## src/rtl/mac_tx_frame_if.sv

```systemverilog
// Transmit request, payload fetch and GMII transmit signals for mac_tx_frame.
// master: the transmitter; slave: the client/PHY side driving requests and payload.
interface mac_tx_frame_if;
    logic [47:0] MAC_src;
    logic [47:0] MAC_dst;
    logic        Tx_start;
    logic [10:0] Tx_len;
    logic        Tx_data_req;
    logic [7:0]  Tx_data;
    logic        Tx_busy;
    logic        Tx_done;
    logic [7:0]  GMII_TXD;
    logic        GMII_TX_EN;

    modport master (
        input  MAC_src, MAC_dst, Tx_start, Tx_len, Tx_data,
        output Tx_data_req, Tx_busy, Tx_done, GMII_TXD, GMII_TX_EN
    );

    modport slave (
        output MAC_src, MAC_dst, Tx_start, Tx_len, Tx_data,
        input  Tx_data_req, Tx_busy, Tx_done, GMII_TXD, GMII_TX_EN
    );
endinterface

```

## src/rtl/mac_tx_frame.sv

```systemverilog
// GMII frame transmitter: preamble/SFD, dst, src, type, payload, optional pad, FCS, then IFG.
// Minimum-payload padding to 46 bytes is compiled in when MAC_TX_MIN_PAD_EN is defined.
module mac_tx_frame #(
    parameter logic [15:0] MAC_TYPE  = 16'hAA55,
    parameter int          MAX_LEN   = 1500,
    parameter int          IFG_BYTES = 12
) (
    input  logic           GMII_RX_CLK,
    input  logic           reset,
    mac_tx_frame_if.master tx
);
    typedef enum logic [3:0] {IDLE, PRE, SFD, DST, SRC, TYPE, DATA, PAD, FCS, IFG} state_t;

    localparam logic [10:0] MAX_LEN_L = 11'(MAX_LEN);
    localparam logic [15:0] IFG_LAST  = 16'(IFG_BYTES - 1);
    localparam logic [15:0] PAD_LAST  = 16'd45;

    state_t      state_q, state_d;
    logic [15:0] cnt_q, cnt_d;
    logic [10:0] len_q, len_d;
    logic [95:0] addr_q, addr_d;
    logic [31:0] crc_q, crc_d;
    logic [7:0]  txd_q, txd_d;
    logic        en_q, en_d;
    logic        busy_q, busy_d;
    logic        done_q, done_d;
    logic        req_q, req_d;
    logic [10:0] req_rem_q, req_rem_d;
    logic        pad_needed;
    logic [15:0] data_last;

`ifdef MAC_TX_MIN_PAD_EN
    assign pad_needed = (len_q < 11'd46);
`else
    assign pad_needed = 1'b0;
`endif

    assign data_last = {5'd0, len_q} - 16'd1;

    // Reflected (LSB-first) CRC-32 step; register holds the bit-reversed CRC.
    function automatic logic [31:0] crc_byte(input logic [31:0] c, input logic [7:0] b);
        logic [31:0] r;
        r = c;
        for (int i = 0; i < 8; i++) begin
            if (r[0] ^ b[i]) r = (r >> 1) ^ 32'hEDB88320;
            else             r = r >> 1;
        end
        return r;
    endfunction

    always_comb begin
        state_d   = state_q;
        cnt_d     = cnt_q + 16'd1;
        len_d     = len_q;
        addr_d    = addr_q;
        crc_d     = crc_q;
        req_d     = 1'b0;
        req_rem_d = req_rem_q;
        txd_d     = 8'h00;
        en_d      = 1'b1;

        case (state_q)
            IDLE: begin
                cnt_d = '0;
                if (tx.Tx_start) begin
                    state_d = PRE;
                    len_d   = (tx.Tx_len > MAX_LEN_L) ? MAX_LEN_L : tx.Tx_len;
                    addr_d  = {tx.MAC_dst, tx.MAC_src};
                    crc_d   = '1;
                end
            end
            PRE: if (cnt_q == 16'd6) begin state_d = SFD; cnt_d = '0; end
            SFD: begin state_d = DST; cnt_d = '0; end
            DST: if (cnt_q == 16'd5) begin state_d = SRC; cnt_d = '0; end
            SRC: if (cnt_q == 16'd5) begin state_d = TYPE; cnt_d = '0; end
            TYPE: begin
                if (cnt_q == 16'd1) begin
                    cnt_d = '0;
                    if (len_q != 11'd0) begin
                        state_d = DATA;
                    end else if (pad_needed) begin
                        state_d = PAD;
                    end else begin
                        state_d = FCS;
                    end
                end
            end
            DATA: begin
                if (cnt_q == data_last) begin
                    // Pad index continues from the payload length so it always ends at byte 45.
                    if (pad_needed) begin
                        state_d = PAD;
                        cnt_d   = {5'd0, len_q};
                    end else begin
                        state_d = FCS;
                        cnt_d   = '0;
                    end
                end
            end
            PAD: if (cnt_q == PAD_LAST) begin state_d = FCS; cnt_d = '0; end
            FCS: if (cnt_q == 16'd3) begin state_d = IFG; cnt_d = '0; end
            IFG: if (cnt_q == IFG_LAST) begin state_d = IDLE; cnt_d = '0; end
            default: begin state_d = IDLE; cnt_d = '0; end
        endcase

        // Output register carries the byte belonging to the next state.
        case (state_d)
            PRE: txd_d = 8'h55;
            SFD: txd_d = 8'hD5;
            DST, SRC: begin
                txd_d  = addr_q[95:88];
                addr_d = {addr_q[87:0], 8'h00};
            end
            TYPE: txd_d = cnt_d[0] ? MAC_TYPE[7:0] : MAC_TYPE[15:8];
            DATA: txd_d = tx.Tx_data;
            PAD:  txd_d = 8'h00;
            FCS: begin
                case (cnt_d[1:0])
                    2'd0:    txd_d = ~crc_q[7:0];
                    2'd1:    txd_d = ~crc_q[15:8];
                    2'd2:    txd_d = ~crc_q[23:16];
                    default: txd_d = ~crc_q[31:24];
                endcase
            end
            default: en_d = 1'b0;
        endcase

        if (state_d inside {DST, SRC, TYPE, DATA, PAD}) begin
            crc_d = crc_byte(crc_q, txd_d);
        end

        // Reads start two cycles ahead of DATA to cover the registered RAM and output stage.
        if (state_d == TYPE && state_q != TYPE) begin
            req_d     = (len_q != 11'd0);
            req_rem_d = (len_q != 11'd0) ? len_q - 11'd1 : 11'd0;
        end else if (req_q && req_rem_q != 11'd0) begin
            req_d     = 1'b1;
            req_rem_d = req_rem_q - 11'd1;
        end

        busy_d = (state_d != IDLE);
        done_d = (state_d == FCS) && (cnt_d == 16'd3);
    end

    always_ff @(posedge GMII_RX_CLK) begin
        if (reset) begin
            state_q   <= IDLE;
            cnt_q     <= '0;
            len_q     <= '0;
            addr_q    <= '0;
            crc_q     <= '1;
            txd_q     <= '0;
            en_q      <= 1'b0;
            busy_q    <= 1'b0;
            done_q    <= 1'b0;
            req_q     <= 1'b0;
            req_rem_q <= '0;
        end else begin
            state_q   <= state_d;
            cnt_q     <= cnt_d;
            len_q     <= len_d;
            addr_q    <= addr_d;
            crc_q     <= crc_d;
            txd_q     <= txd_d;
            en_q      <= en_d;
            busy_q    <= busy_d;
            done_q    <= done_d;
            req_q     <= req_d;
            req_rem_q <= req_rem_d;
        end
    end

    assign tx.GMII_TXD    = txd_q;
    assign tx.GMII_TX_EN  = en_q;
    assign tx.Tx_busy     = busy_q;
    assign tx.Tx_done     = done_q;
    assign tx.Tx_data_req = req_q;
endmodule

```

## src/flat_wrapper.sv

```systemverilog
// flat-port wrapper written by rule: the top's interface ports become plain ports
module mac_tx_frame_flat 
#(
    parameter logic [15:0] MAC_TYPE  = 16'hAA55,
    parameter int          MAX_LEN   = 1500,
    parameter int          IFG_BYTES = 12
)
  (GMII_RX_CLK, reset, tx_MAC_src, tx_MAC_dst, tx_Tx_start, tx_Tx_len, tx_Tx_data, tx_Tx_data_req, tx_Tx_busy, tx_Tx_done, tx_GMII_TXD, tx_GMII_TX_EN);
  mac_tx_frame_if tx_i ();
  input  logic GMII_RX_CLK;
  input  logic reset;
  input wire logic [$bits(tx_i.MAC_src)-1:0] tx_MAC_src;
  input wire logic [$bits(tx_i.MAC_dst)-1:0] tx_MAC_dst;
  input wire logic [$bits(tx_i.Tx_start)-1:0] tx_Tx_start;
  input wire logic [$bits(tx_i.Tx_len)-1:0] tx_Tx_len;
  input wire logic [$bits(tx_i.Tx_data)-1:0] tx_Tx_data;
  output wire logic [$bits(tx_i.Tx_data_req)-1:0] tx_Tx_data_req;
  output wire logic [$bits(tx_i.Tx_busy)-1:0] tx_Tx_busy;
  output wire logic [$bits(tx_i.Tx_done)-1:0] tx_Tx_done;
  output wire logic [$bits(tx_i.GMII_TXD)-1:0] tx_GMII_TXD;
  output wire logic [$bits(tx_i.GMII_TX_EN)-1:0] tx_GMII_TX_EN;
  assign tx_i.MAC_src = tx_MAC_src;
  assign tx_i.MAC_dst = tx_MAC_dst;
  assign tx_i.Tx_start = tx_Tx_start;
  assign tx_i.Tx_len = tx_Tx_len;
  assign tx_i.Tx_data = tx_Tx_data;
  assign tx_Tx_data_req = tx_i.Tx_data_req;
  assign tx_Tx_busy = tx_i.Tx_busy;
  assign tx_Tx_done = tx_i.Tx_done;
  assign tx_GMII_TXD = tx_i.GMII_TXD;
  assign tx_GMII_TX_EN = tx_i.GMII_TX_EN;
  mac_tx_frame #(.MAC_TYPE(MAC_TYPE), .MAX_LEN(MAX_LEN), .IFG_BYTES(IFG_BYTES)) u_core (.GMII_RX_CLK(GMII_RX_CLK), .reset(reset), .tx(tx_i));
endmodule
```

## config.mk

```make
export PLATFORM = sky130hd
export DESIGN_NAME = mac_tx_frame_flat
export DESIGN_NICKNAME = d
export VERILOG_FILES = /design/src/rtl/mac_tx_frame_if.sv /design/src/rtl/mac_tx_frame.sv /design/src/flat_wrapper.sv
export SDC_FILE = /design/constraint.sdc
export NUM_CORES = 1
export LEC_CHECK = 0
export BUFFER_PORTS_ARGS = -buffer_cell sky130_fd_sc_hd__buf_4
export CAP_MARGIN = 20
export CORE_MARGIN = 2
export CORE_UTILIZATION = 43
export CTS_CLUSTER_DIAMETER = 150
export CTS_CLUSTER_SIZE = 30
export DETAILED_ROUTE_END_ITERATION = 12
export PLACE_DENSITY = 0.73
export SYNTH_ARGS = -nofsm -noshare
export SYNTH_HDL_FRONTEND = slang
export SYNTH_SLANG_ARGS = --single-unit
```

## constraint.sdc

```tcl
create_clock -name GMII_RX_CLK -period 4.4 [get_ports GMII_RX_CLK]
set_input_delay 0 -clock GMII_RX_CLK [delete_from_list [all_inputs] [get_ports GMII_RX_CLK]]
set_output_delay 0 -clock GMII_RX_CLK [all_outputs]
set_load 0.1 [all_outputs]
```

# Yosys cells after proc, flatten, opt, wreduce, memory -nomap -nowiden
# Cells that the tools add are included.
# word_totals
input_bits	118
reg_bits	182
mem_count	0
elab_cells	136
latch_bits	0
ramBits	0
mem_bits_ro	0
output_inout_bits	12
# op_classes
bitwise_logic	20
order_cmp	1
reduce_logical	21
n_shift	0
multipliers	0
div	0
n_addsub	4
n_mux	50
n_eq_ne	28
# ops
op	count
$mux W32	18
$mux W96	3
$mux W16	7
$not A13 Y14	8
$pmux W16 S7	1
$pmux W8 S6	1
$mux W11	4
$mux W4	10
$pmux W4 S10	1
$eq A16 B2 Y1 const B	2
$eq A16 B3 Y1 const B	2
$eq A4 B3 Y1 const B	8
$not A8 Y8	4
$pmux W8 S3	1
$reduce_bool A11 Y1	2
$sub A11 B1 Y11 const B	2
$add A16 B1 Y16 const B	1
$eq A16 B1 Y1 const B	1
$eq A16 B16 Y1	1
$eq A16 B4 Y1 const B	1
$eq A16 B6 Y1 const B	1
$eq A4 B2 Y1 const B	4
$eq A4 B4 Y1 const B	3
$sub A11 B1 Y12 const B	1
other kinds (18)	37

# Logic depth before layout (Yosys ltp)
# logic_depth
word_depth	31
ltp_mapped	19
depth_no_buf	15

# Least setup slack after synthesis
# OpenSTA, ideal clock, no wires.
# synth_path
path_type	register to register
startpoint	register u_core.len_q[0]
endpoint	register u_core.crc_q[4]
required_ns	4.280
period_less_slack_ns	4.617
path_slack_ns	-0.217
n_path_buf	2
arrival_time_ns	4.498
path_stages_with_launch	18
setup_ns	0.120
cell_sequence	dfxtp_1 > inv_1 > ha_1 > clkbuf_1 > or4b_1 > clkbuf_1 > or2_1 > xnor2_1 > a2111o_1 > a211o_1 > a22o_1 > a221oi_1 > o21ai_0 > mux2_4 > xnor2_4 > xnor2_2 > xnor2_1 > a211o_1
# synth_via
elab_chain_len	25
word_cells_on_any_way	50
cone_classes	add/sub: 1; eq/ne: 11; mux: 25; bitwise: 6; reduce/logical: 7
# synth_lines
element	line_no	text
from (decl)	mac_tx_frame.sv:20	logic [10:0] len_q, len_d;
from (signal assigned)	mac_tx_frame.sv:161	len_q <= len_d;
$sub A11 B1 Y12 / $reduce_bool A11 Y1 (equally long branches)	mac_tx_frame.sv:38, mac_tx_frame.sv:79	
$eq A16 B16 Y1 / $mux W4 (equally long branches)	mac_tx_frame.sv:89, mac_tx_frame.sv:79	
$mux W16 (tied with other cells)	mac_tx_frame.sv:89	if (cnt_q == data_last) begin
$pmux W16 S7 / $pmux W4 S10 (equally long branches)	mac_tx_frame.sv:62	case (state_q)
$eq A2 B2 Y1 (tied with other cells)	mac_tx_frame.sv:118	case (cnt_d[1:0])
$pmux W8 S3 / $reduce_or A2 Y1 (equally long branches)	-	
$pmux W8 S6	mac_tx_frame.sv:107	case (state_d)
$xor A1 B1 Y1	mac_tx_frame.sv:45	if (r[0] ^ b[i]) r = (r >> 1) ^ 32'hEDB88320;
[9 not listed]	-	
$mux W32	mac_tx_frame.sv:128	if (state_d inside {DST, SRC, TYPE, DATA, PAD}) begin
$mux W32	mac_tx_frame.sv:45	
$mux W32	mac_tx_frame.sv:128	
$xor A1 B1 Y1	mac_tx_frame.sv:45	
$mux W32	mac_tx_frame.sv:45	
$mux W32	mac_tx_frame.sv:128	
$mux W32	mac_tx_frame.sv:45	
$mux W32	mac_tx_frame.sv:128	
to (signal assigned)	mac_tx_frame.sv:163	crc_q <= crc_d;
to (decl)	mac_tx_frame.sv:22	logic [31:0] crc_q, crc_d;
# Parallel ways exist; a longest one is shown, timed or not. The select of a mux whose other input is x is not followed.
# A chain may end at the register's enable or synchronous reset.

# Final worst setup path
# layout_path
startpoint	register u_core.len_q[0]
endpoint	register u_core.crc_q[16]
# layout_via
elab_chain_len	27
word_cells_on_any_way	51
cone_classes	add/sub: 1; eq/ne: 11; mux: 25; bitwise: 7; reduce/logical: 7
# layout_lines
element	line_no
$sub A11 B1 Y12 / $reduce_bool A11 Y1 (equally long branches)	mac_tx_frame.sv:38, mac_tx_frame.sv:79
$eq A16 B16 Y1 / $mux W4 (equally long branches)	mac_tx_frame.sv:89, mac_tx_frame.sv:79
$mux W16 (tied with other cells)	mac_tx_frame.sv:89
$pmux W16 S7 / $pmux W4 S10 (equally long branches)	mac_tx_frame.sv:62
$eq A2 B2 Y1 (tied with other cells)	mac_tx_frame.sv:118
$pmux W8 S3 / $reduce_or A2 Y1 (equally long branches)	-
$pmux W8 S6	mac_tx_frame.sv:107
$xor A1 B1 Y1	mac_tx_frame.sv:45
[11 not listed]	-
$mux W32	mac_tx_frame.sv:45
$mux W32	mac_tx_frame.sv:128
$mux W32	mac_tx_frame.sv:45
$mux W32	mac_tx_frame.sv:128
$mux W32	mac_tx_frame.sv:45
$mux W32	mac_tx_frame.sv:128
$mux W32	mac_tx_frame.sv:45
$mux W32	mac_tx_frame.sv:128
# Parallel ways exist; a longest one is shown, timed or not. The select of a mux whose other input is x is not followed.

==> out/metrics.yaml <==
sta:
  slew_viol_final: 0
  max_freq_ghz: 0.2197
  tightest_slew_ns: 0.9824
  layout_setup_ws_ns: -0.1508
  fin_tns_setup_ns: -1.592
  setup_viol: 22
  skew_ns: 0.01755
  fin_crit_ns: 4.551
  rsz0062_at_grt: "yes"
  hold_violations: 0
  finalCritPeriodShare_pct: 103.4
  relSlewSlack_pct: 34.33
yosys:
  yosys.area.top_type: "dfxtp_1"
  synth_cells: 1198
  synth-edff-count: 0
  ys_ff_latch: 182
  netlist_area_sq_um: 9832
  synth-xor-area-share_pct: 10.65
  synthMuxAreaShare_pct: 0.6872
  synth.area.top_cells: "dfxtp_1, a21oi_1, a22oi_1, nand2_1, xnor2_1"
  synthSimpleGateAreaFrac_pct: 20.93
  ys_warn_count: 0
  yosysTopAreaCellShare_pct: 37.06
  yosysMostFrequentCell: "dfxtp_1"
  synth.distinct_cells: 85
  ys_top_cells_by_count: "dfxtp_1, a21oi_1, nand2_1"
  synth_top_family_by_area: "compound AO/OA/AOI/OAI gates"
  synth_async_sr_flop_share_pct: 0
  synth-adder-area-share_pct: 0.6363
  avgSynthCellArea_sq_um: 8.207
  synth_compound_area_share_pct: 25.95
  syn_nets: 1321
  seq_area_frac_synth_pct: 37.06
  synth_ff_type: "dfxtp_1"
drt:
  dr.pass1.iters: 6
  wire_per_inst_um: 18.69
  avgViaCountPerCell: 5.833
  dr_total_vias: 10418
  wl_mm: 33.39
  first_iter_violations: 886
  drc_errors: 0
  ant_nets: 0
final_layout:
  fill_cells: 1816
  n_antenna_cell: 0
  fin_nets: 1611
  areaGrowthSynthToFinish_pct: 42.85
  drive_above_1_share_pct: 26.12
  stdcell_count: 1786
clocking:
  clock_sinks: 182
  cts_root_buf: "clkbuf_16"
  clockBufferDepth: 2
  cts_buffers: 17
  clk-insertion-delay-late_ns: 0.45
  cts_tree: "built"
  htree_levels: 4
  path_clk_slew_ns: 0.09
placement:
  portBuffers: 129
  post-dp-hpwl_mm: 20.34
  dp.cells: 1607
  gp_congestion: 0.9590
worst_setup_path:
  cp.arrival_ns: 4.88
  critPathMaxFanout: 5
  endpoint_kind: "register"
  ff2ff_path_depth: 18
  crit_type: "register to register"
  critical_path_required_ns: 4.73
  start_kind: "register"
floorplanning:
  rows: 55
  fp.dieH_um: 155.2
  start_util_pct: 43.56
  core_sq_um: 22570
  die_x_um: 155.2
  io-pin-count: 130
  die_area_sq_um: 24090
global_routing:
  grt_max_degree: 90
  grt_pass1_wl_mm: 50.02
  overflow: 0
  grt_use_total_pct: 25.69
  antenna_found_initial: 0
  grt_pass1_vias: 9802
run_status:
  status: "complete, but fails checks"
  violations: "negative setup slack"
min_path:
  hp-class: "primary input to register"
  hold_depth: 4
power_and_ir_drop:
  p_clk_share_pct: 37.5
  switching_share_pct: 31.92
  switching_power_mw: 1.411
  ir_drop_mv: 0.2637
  seqPwrFrac_pct: 39.8
  power_density_nw_per_um2: 314.7
  power_frac_comb_pct: 22.7
  p_int_mw: 3.009
  cellLeakagePower_nw: 5.353
flow_run:
  drv_cap: 0
-- worst paths after layout --
path                           from                     to  slack, ns
setup / recovery    u_core.len_q[0]       u_core.crc_q[16]      -0.15
setup reg to reg    u_core.len_q[0]       u_core.crc_q[16]      -0.15
hold / removal        tx_Tx_data[1]  u_core.tx.GMII_TXD[1]       0.12
hold reg to reg   u_core.addr_q[35]      u_core.addr_q[35]       0.46
-- worst max-delay path, cell delays in order (launching register included) --
cell       delay (ns)
dfxtp_2          0.33
inv_2            0.07
ha_4             0.13
or4b_4           0.48
or2_4            0.26
xnor2_1          0.13
a2111o_2         0.53
buf_12           0.16
a2111oi_4        0.28
buf_4            0.21
nor4_2           0.07
a21o_1           0.21
o31a_1           0.28
mux2_4           0.35
buf_6            0.16
xor2_2           0.18
xnor2_1          0.24
xor2_1           0.24
a21oi_1          0.10
-- metrics by stage --
stage / total power, mW / setup slack (ns) / util, % / cell area, sq um / hold WS, ns
6_report: 4.420 / -0.1508 / 62.22 / 14040 / 0.1194
5_1_grt: 4.575 / -0.3010 / 62.22 / 14040 / 0.1160
3_5_place_dp: 2.533 / -0.1303 / 50.86 / 11480 / 0.2550
3_3_place_gp: 2.525 / -0.01437 / 50.86 / 11480 / 0.2487
4_1_cts: 4.278 / -0.02689 / 59.26 / 13380 / 0.07922
2_1_floorplan: 2.276 / -0.01123 / - / 9864 / 0.1360
-- layout make-up --
| cell class | instances | area [sq um] | area share (%) |
|---|---|---|---|
| clock inverters | 15 | 222.7 | 1.586 |
| clock buffers | 17 | 425.4 | 3.029 |
| repair buffers | 358 | 3060 | 21.79 |
| inverters | 16 | 60.06 | 0.4276 |
| flip-flops and latches | 182 | 3646 | 25.96 |
| multi-input cells | 913 | 6274 | 44.67 |
| well taps | 285 | 356.6 | 2.539 |
-- layer usage --
layer,vias up,part of all wire [%],GRT usage (%)
met1,4976,40,32.45
met3,113,6.5,5.543
met5,-,0,0
li1,4870,-,-
met2,459,49,42.77
met4,0,4.0,10.48
-- power groups by stage --
stage                     clock (mW)  sequential [mW]  combinational (mW)
final                           1.66             1.76                1.00
after global placement             0             1.79               0.735
after detailed placement           0             1.79               0.741
after CTS                       1.67             1.75               0.854
after floorplan                    0             1.82               0.456
after global routing            1.75             1.77                1.06
-- cell usage in the layout (no fill, tap or decap), drive strengths merged, types with 12 or more instances in the layout --
cell,Yosys,routed
or3,15,15
clkbuf,75,17
a21oi,163,163
o21ai,31,31
dlygate4sd3,0,108
a22oi,100,100
xor2,35,35
nand2,141,141
dfxtp,182,182
nor4,12,12
inv,16,25
buf,12,250
or2,17,17
xnor2,67,67
nor3,43,43
nor2,114,114
nand3,20,20
-- kinds of logic after synthesis --
logic type | after synthesis
muxes | 5
buffers and inverters | 103
adders and majority gates | 5
xor gates and xnor gates | 102
AOI/OAI and AO/OA | 378
DFF | 182
and+or+nand+nor | 423
-- state kept, by name (all words and copies together), names as in the netlist --
name / count
u_core.tx.GMII_TX_EN: 1
u_core.state_q: 4
u_core.tx.Tx_data_req: 1
u_core.len_q: 11
u_core.cnt_q: 16
u_core.crc_q: 32
u_core.addr_q: 96
u_core.req_rem_q: 11
u_core.tx.Tx_busy: 1
u_core.tx.GMII_TXD: 8
u_core.tx.Tx_done: 1
-- repair_timing --
| action | 4_1_cts | 5_1_grt |
|---|---|---|
| hold buffers | 108 | 0 |
| setup buffers | 9 | 30 |
| pin swaps | 16 | 48 |
| endpoints found under the setup margin | 27 | 31 |
| gates resized for setup | 19 | 64 |
| endpoints found under the hold margin | 107 | 0 |
Power figures use the tool's default switching activity.
